File: config.mk
export PLATFORM = sky130hd
export DESIGN_NAME = lsu_mem_ctrl
export DESIGN_NICKNAME = d
export VERILOG_FILES = /design/src/rtl/lsu_mem_ctrl_pkg.sv /design/src/rtl/lsu_mem_ctrl_load_align.sv /design/src/rtl/lsu_mem_ctrl.sv
export SDC_FILE = /design/constraint.sdc
export NUM_CORES = 1
export LEC_CHECK = 0
export ABC_CLOCK_PERIOD_IN_PS = 8900
export BUFFER_PORTS_ARGS = -buffer_cell sky130_fd_sc_hd__buf_4
export CAP_MARGIN = 20
export CORE_ASPECT_RATIO = 1.2
export CORE_MARGIN = 2
export CORE_UTILIZATION = 30
export CTS_BUF_LIST = sky130_fd_sc_hd__clkbuf_4
export DETAILED_ROUTE_END_ITERATION = 10
export PLACE_DENSITY = 0.56
export SYNTH_ARGS = -nofsm -noshare
export SYNTH_HDL_FRONTEND = slang
export SYNTH_SLANG_ARGS = --single-unit
File: constraint.sdc
create_clock -name clk -period 8.9 [get_ports clk]
set_input_delay 0.445 -clock clk [delete_from_list [all_inputs] [get_ports clk]]
set_output_delay 0.445 -clock clk [all_outputs]
set_load 0.02 [all_outputs]
File: src/rtl/lsu_mem_ctrl_pkg.sv
// Shared LSU definitions: MemOp encodings, FSM states
// and the store byte-lane mask helper.
package lsu_mem_ctrl_pkg;

  localparam logic [2:0] MOP_B  = 3'b000;
  localparam logic [2:0] MOP_H  = 3'b001;
  localparam logic [2:0] MOP_W  = 3'b010;
  localparam logic [2:0] MOP_BU = 3'b100;
  localparam logic [2:0] MOP_HU = 3'b101;

  typedef enum logic [1:0] {
    S_IDLE,
    S_REQ,
    S_WAIT,
    S_DONE
  } lsu_state_e;

  function automatic logic [3:0] lane_mask(
    input logic [2:0] op,
    input logic [1:0] off
  );
    case (op[1:0])
      2'b00:   lane_mask = 4'b0001 << off;
      2'b01:   lane_mask = off[1] ? 4'b1100 : 4'b0011;
      default: lane_mask = 4'b1111;
    endcase
  endfunction

endpackage

File: src/rtl/lsu_mem_ctrl_load_align.sv
// Load data extraction: picks byte/half from the bus word
// and sign- or zero-extends it per MemOp.
module lsu_load_align
  import lsu_mem_ctrl_pkg::*;
(
  input  logic [31:0] rdata,
  input  logic [1:0]  off,
  input  logic [2:0]  op,
  output logic [31:0] res
);

  logic [7:0]  b;
  logic [15:0] h;

  always_comb begin
    b   = 8'(rdata >> {off, 3'b000});
    h   = off[1] ? rdata[31:16] : rdata[15:0];
    res = rdata;
    case (op)
      MOP_B:   res = {{24{b[7]}}, b};
      MOP_H:   res = {{16{h[15]}}, h};
      MOP_BU:  res = {24'b0, b};
      MOP_HU:  res = {16'b0, h};
      default: res = rdata;
    endcase
  end

endmodule

File: src/rtl/lsu_mem_ctrl.sv
// Multi-cycle load/store unit: one outstanding valid/ready
// data-memory transaction with timeout and error reporting.
module lsu_mem_ctrl
  import lsu_mem_ctrl_pkg::*;
#(
  parameter int TIMEOUT = 255,
  parameter int CNT_W   = 8
) (
  input  logic        clk,
  input  logic        rst,
  input  logic        in_valid,
  output logic        in_ready,
  input  logic [31:0] in_addr,
  input  logic [31:0] in_wdata,
  input  logic        in_read,
  input  logic        in_write,
  input  logic [2:0]  in_op,
  output logic        mem_req_valid,
  input  logic        mem_req_ready,
  output logic [31:0] mem_addr,
  output logic        mem_wen,
  output logic [31:0] mem_wdata,
  output logic [3:0]  mem_wmask,
  input  logic        mem_rsp_valid,
  input  logic [31:0] mem_rdata,
  input  logic        mem_rsp_err,
  output logic        out_valid,
  input  logic        out_ready,
  output logic [31:0] out_rdata,
  output logic        out_err
);

  lsu_state_e state_q, state_d;

  logic [CNT_W-1:0] cnt_q;
  logic [31:0] addr_q, wdata_q, res_q;
  logic [3:0]  wmask_q;
  logic [2:0]  op_q;
  logic [1:0]  off_q;
  logic        wen_q, err_q;

  logic        accept, none, illegal;
  logic        legal_op, misal;
  logic        rsp_hit, tmo;
  logic [31:0] st_data, ld_res;

  assign in_ready      = (state_q == S_IDLE);
  assign mem_req_valid = (state_q == S_REQ);
  assign out_valid     = (state_q == S_DONE);
  assign mem_addr      = addr_q;
  assign mem_wen       = wen_q;
  assign mem_wdata     = wdata_q;
  assign mem_wmask     = wmask_q;
  assign out_rdata     = res_q;
  assign out_err       = err_q;

  assign accept = in_valid & in_ready;

  always_comb begin
    legal_op = 1'b0;
    case (in_op)
      MOP_B, MOP_H, MOP_W: legal_op = 1'b1;
      MOP_BU, MOP_HU:      legal_op = ~in_write;
      default:             legal_op = 1'b0;
    endcase
    misal = ((in_op[1:0] == 2'b01) & in_addr[0])
          | ((in_op[1:0] == 2'b10) & (|in_addr[1:0]));
    none    = ~in_read & ~in_write;
    illegal = (in_read & in_write) | ~legal_op | misal;
  end

  // Replicate store data across all lanes; the mask selects.
  always_comb begin
    case (in_op[1:0])
      2'b00:   st_data = {4{in_wdata[7:0]}};
      2'b01:   st_data = {2{in_wdata[15:0]}};
      default: st_data = in_wdata;
    endcase
  end

  assign rsp_hit = (state_q == S_WAIT) & mem_rsp_valid;
  assign tmo     = (state_q == S_WAIT) & ~mem_rsp_valid
                 & (cnt_q == CNT_W'(TIMEOUT - 1));

  always_comb begin
    state_d = state_q;
    unique case (state_q)
      S_IDLE: begin
        if (accept)
          state_d = (none | illegal) ? S_DONE : S_REQ;
      end
      S_REQ: begin
        if (mem_req_ready) state_d = S_WAIT;
      end
      S_WAIT: begin
        if (rsp_hit | tmo) state_d = S_DONE;
      end
      S_DONE: begin
        if (out_ready) state_d = S_IDLE;
      end
      default: state_d = S_IDLE;
    endcase
  end

  always_ff @(posedge clk or posedge rst) begin
    if (rst) state_q <= S_IDLE;
    else     state_q <= state_d;
  end

  always_ff @(posedge clk or posedge rst) begin
    if (rst) begin
      cnt_q   <= '0;
      addr_q  <= '0;
      wdata_q <= '0;
      res_q   <= '0;
      wmask_q <= '0;
      op_q    <= '0;
      off_q   <= '0;
      wen_q   <= 1'b0;
      err_q   <= 1'b0;
    end else begin
      if (accept) begin
        addr_q  <= {in_addr[31:2], 2'b00};
        off_q   <= in_addr[1:0];
        op_q    <= in_op;
        wen_q   <= in_write;
        wmask_q <= in_write ?
                   lane_mask(in_op, in_addr[1:0]) : 4'b0;
        wdata_q <= in_write ? st_data : '0;
        res_q   <= '0;
        err_q   <= ~none & illegal;
      end
      if ((state_q == S_REQ) & mem_req_ready)
        cnt_q <= '0;
      else if (state_q == S_WAIT)
        cnt_q <= cnt_q + 1'b1;
      if (rsp_hit) begin
        err_q <= mem_rsp_err;
        res_q <= (mem_rsp_err | wen_q) ? '0 : ld_res;
      end else if (tmo) begin
        err_q <= 1'b1;
        res_q <= '0;
      end
    end
  end

  lsu_load_align u_align (
    .rdata (mem_rdata),
    .off   (off_q),
    .op    (op_q),
    .res   (ld_res)
  );

endmodule

After elaboration in Yosys (flattened, before gate mapping) --
Index checks and enable logic that the tools add are counted.
Word-level totals: register bits after elaboration 115, input bits 108, output and inout port bits 105
Cells by class: $add $sub $neg 1, equal/unequal tests 17, shift-type cells 2, mux-type cells 23, bitwise operators 21, reductions and logical operators 10
Operators by type and width (number):
- 32-bit two-way mux | 5
- 32-bit case mux with 4 select lines | 1
- 32-bit case mux with 2 select lines | 1
- 32-bit by 5-bit >> shifter with 8-bit output | 1
- 16-bit two-way mux | 1
- 8-bit two-way mux | 2
- 3-bit equality test, second input constant | 4
- 1-bit AND | 10
- 2-bit two-way mux | 5
- 8-bit by 1-bit adder with 8-bit output, second input constant | 1
- 8-bit equality test, second input constant | 1
- 4-bit two-way mux | 2
- 2-bit by 1-bit inequality test with 1-bit output, second input constant | 4
- 2-bit case mux with 4 select lines | 1
- 4-bit case mux with 2 select lines | 1
- 2-bit equality test, second input constant | 3
- 3-bit by 1-bit equality test with 1-bit output, second input constant | 2
- 3-bit zero test | 2
- 1-bit bitwise OR | 6
- 1-bit NOT | 5
- 2-bit by 1-bit equality test with 1-bit output, second input constant | 2
- 2-bit zero test | 2
- 4-bit AND reduction | 1
- 2-bit OR reduction | 2
- other kinds (7) | 9

Depth between registers and ports, before layout --
word-level depth 10, gate-level depth with buffers 8

Cells and area by module --
Synthesis repeated with hierarchy kept, for this count alone.
Second synthesis, totals: cell total of the unflattened synthesis 512, area total of the unflattened synthesis 5637.9 sq um
Modules (own cells, without submodules):
- lsu_mem_ctrl | instances 1, cells an instance 394, area each 4838.4 sq um, sequential area each 2877.8 sq um
- lsu_load_align | instances 1, cells an instance 118, area each 799.5 sq um, sequential area each 0.0 sq um

Worst setup path after synthesis --
OpenSTA, ideal clock, no wires.
path type reg2reg, start point register state_q[0], end point register addr_q[10] (netlist: mem_addr[10]), arrival 1.798 ns, data required time 8.775 ns, path slack 6.977 ns, cell stages (with the launch flop) 7, path buffers 2, cell sequence dfrtp_1 inv_1 ha_1 and2_1 buf_2 buf_2 mux2_2
Between the ends: cells in the longest elaborated chain, start to end 2
RTL lines:
- start: declaration | line lsu_mem_ctrl.sv:33 | lsu_state_e state_q, state_d;
- start signal: assignment | line lsu_mem_ctrl.sv:107 | else state_q <= state_d;
- 2-bit zero test | line lsu_mem_ctrl.sv:47 | assign in_ready = (state_q == S_IDLE);
- net in_ready | line lsu_mem_ctrl.sv:12 | output logic in_ready,
- 1-bit AND | line lsu_mem_ctrl.sv:57 | assign accept = in_valid & in_ready;
- end signal: assignment | line lsu_mem_ctrl.sv:123 | addr_q <= {in_addr[31:2], 2'b00};
- end: declaration | line lsu_mem_ctrl.sv:36 | logic [31:0] addr_q, wdata_q, res_q;
The timed path passes the listed nets, and every way through them passes these cells. A chain may end at the register's enable or synchronous reset.

Worst setup path after layout --
start point register state_q[0], end point register res_q[27] (netlist: out_rdata[27])
Between the ends: cells in the longest elaborated chain, start to end 5, elaborated cells between the ends (all ways) 9
RTL lines:
- 2-bit equality test | line lsu_mem_ctrl.sv:81, lsu_mem_ctrl.sv:82
- 1-bit AND | line lsu_mem_ctrl.sv:82 | assign tmo = (state_q == S_WAIT) & ~mem_rsp_valid
- 1-bit AND | line lsu_mem_ctrl.sv:83 | & (cnt_q == CNT_W'(TIMEOUT - 1));
- 32-bit two-way mux | line lsu_mem_ctrl.sv:140 | end else if (tmo) begin
- 32-bit two-way mux | line lsu_mem_ctrl.sv:137 | if (rsp_hit) begin
- end signal: assignment | line lsu_mem_ctrl.sv:139 | res_q <= (mem_rsp_err | wen_q) ? '0 : ld_res;
- end: declaration | line lsu_mem_ctrl.sv:36
Several ways; a longest one is shown, not always the timed one.

==> results.yml <==
worst_hold_path:
  min-delay-start: "in_addr[25]"
  whs_path_depth: 2
  holdCritPathClass: "primary input to flop"
clock_tree:
  cts_buffers: 17
  clk_pin_slew_worst_paths_ps: 100
  htree_levels: 4
  cts_buffer_depth: 2
  root_buffer: "clkbuf_4"
  cts.sinks: 115
  cts_tree: "yes"
  cts_resized: 0
  clock_latency_ps: 520
  cts_setup_buffers: 0
  holdBufCountCts: 1
timing:
  tightest_slew_ps: 956
  maxSlewHeadroom_pct: 36.2
  hold_viol: 0
  fin_crit_ps: 2660
  rsz0062_at_grt: "false"
  fin_setup_tns_ps: 0
  setup_ws_ps: 6240
  fin_crit_sh_pct: 29.9
  max_freq_mhz: 376
  setup_viol: 0
  fin_skew_ps: 15.5
  slew_viol_final: 0
floorplan:
  core_um2: 17600
  rows: 53
  io_pins: 213
  start_util_pct: 30.7
  die_x_um: 127
  fp.dieH_um: 151
  die_area_um2: 19100
drt:
  antenna_left: 0
  routed_wl_um: 15800
  drt_pre_antenna_iters: 4
  drc_errors: 0
  vias_per_cell: 4.87
  routedWlPerCell_um: 17.0
  initialDrtViolationCount: 199
  vias: 4521
placed_design:
  place_congestion: 0.806
  dp_slack_ps: 6240
  dp_hpwl_um: 11600
  port_buffers: 210
  post_dp_cell_area_um2: 7130
  dpl.cell_count: 895
synth:
  synth_seq_cells: 115
  ys_async_sr_fraction_pct: 100
  yosysWarningCount: 0
  syn_inst: 491
  synthFlopType: "dfrtp_1"
  synth_area_per_cell_um2: 11.0
  synth_enable_flop_cells: 0
  synth_top_area_share_pct: 53.3
  synth_cell_types: 52
  syn_area_um2: 5400
  synth.largest_area_cell: "dfrtp_1"
  ys_seq_area_share_pct: 53.3
  synth.area.top_cells: "dfrtp_1, mux2_2, o21ai_0"
final_layout:
  drive_gt1_share_pct: 43.8
  final_cell_mix: "buf_4, dfrtp_1, nand2_1, o21ai_0, mux2_2"
  stdcell_count: 928
  layout_commonest_cell: "buf_4"
  final_nets: 809
  syn_to_final_growth_pct: 37.5
  finish.instance_area_um2: 7430
critical_path:
  crit_path_end: "out_rdata[27]"
  worstPathCellList: "inv_1, ha_1, nand2_1, nor3_4, nor4b_4, a221o_2"
  critPathArrivalTime_ps: 3110
  critical_path.max_fanout: 17
  critPathSlowestCell: "nor4b_4"
  slowest_delay_ps: 760
  end_kind: "flop"
  required_ps: 9350
  reg2reg_slack_ps: 6240
  cp_num_cells: 6
  crit_buf_inv: 1
  reg2reg_from: "state_q[0]"
  start_kind: "flop"
  crit_family: "simple AND/OR/NAND/NOR gates"
  setup.worst_path.start: "state_q[0]"
  r2r_cells: 6
  r2r_end: "out_rdata[27]"
  crit_type: "flop to flop"
global_route:
  overflow: 0
  global_route.usage.total_pct: 16.4
  grt_pass1_wl_um: 24600
  grt_max_degree: 73
  grt_pass1_vias: 4686
  antenna_found_initial: 1
flow_run:
  timing.max_cap.violations: 0
pwr:
  p_leak_nw: 3.57
  power_w: 0.00260
  vdd_drop_max_mv: 0.140
  p_per_area_nw_per_um2: 350
status:
  status: "finished, final reports clean"
-- through the flow --
step | hold slack (ps) | utilization (%)
2_1_floorplan | 519 | -
3_3_place_gp | 461 | 40.6
3_5_place_dp | 473 | 40.6
4_1_cts | 84.2 | 42.3
5_1_grt | 89.6 | 42.3
6_report | 157 | 42.3
-- state kept, by name, summed over array words and instances (netlist names) --
register	cells
cnt_q	8
mem_wmask	4
mem_addr	30
op_q	3
out_rdata	32
mem_wdata	32
off_q	2
state_q	2
mem_wen	1
out_err	1
-- power by group --
group	leakage, nW	switching, W	internal (W)	total [W]
logic	1.95	0.000674	0.000574	0.00125
clock network	0.151	0.000204	0.000196	0.000399
registers	1.47	0.000190	0.000763	0.000954
-- cells in the mapped netlist (2+ instances only) --
cell and count:
and3_1 2, o2bb2ai_1 14, ha_1 6, nand4_1 4, a221oi_1 2, mux2_4 2
clkbuf_1 17, buf_2 6, nand2_1 62, xor2_1 5, mux2i_1 18, nor2_1 24
a21oi_1 13, a221o_2 15, and2_1 2, o22ai_1 4, nor2b_1 22, buf_4 4
or3_1 8, buf_6 3, dfrtp_1 115, mux2_2 41, inv_1 10, o21ai_0 62
nand2b_1 3
-- per-layer routing --
layer / vias up / wire (um) / global-route usage [%]
met5: - / 0 / 0
met4: 0 / 417 / 7.47
met3: 23 / 993 / 4.73
met2: 145 / 8020 / 28.0
met1: 2204 / 6330 / 19.3
li1: 2149 / - / -
-- kinds of logic after synthesis --
kind of cell | Yosys count | synth area share [%]
compound gates | 123 | 15.1
fa+ha+maj | 6 | 1.39
simple gates | 135 | 12.3
xor+xnor | 6 | 0.973
other cells | 1 | 0.0694
flops | 115 | 53.3
buf+inv | 42 | 3.75
mux | 63 | 13.1
-- cell type report --
class	instances	area (um^2)
sequential	115	2880
fill	1703	10100
inverter	11	43.8
clock inverter	12	140
tap	220	275
antenna	1	2.50
timing repair buffer	215	1620
multi-input combinational	335	2330
clock buffer	19	143
-- worst min-delay path by stage --
stage | endpoint | slack [ps]
4_1_cts | mem_addr[25] | 80
3_3_place_gp | mem_wmask[1] | 460
3_5_place_dp | mem_wdata[0] | 470
5_1_grt | mem_addr[17] | 90
6_report | mem_addr[25] | 160
2_1_floorplan | cnt_q[5] | 520
Power figures use the tool's default switching activity.
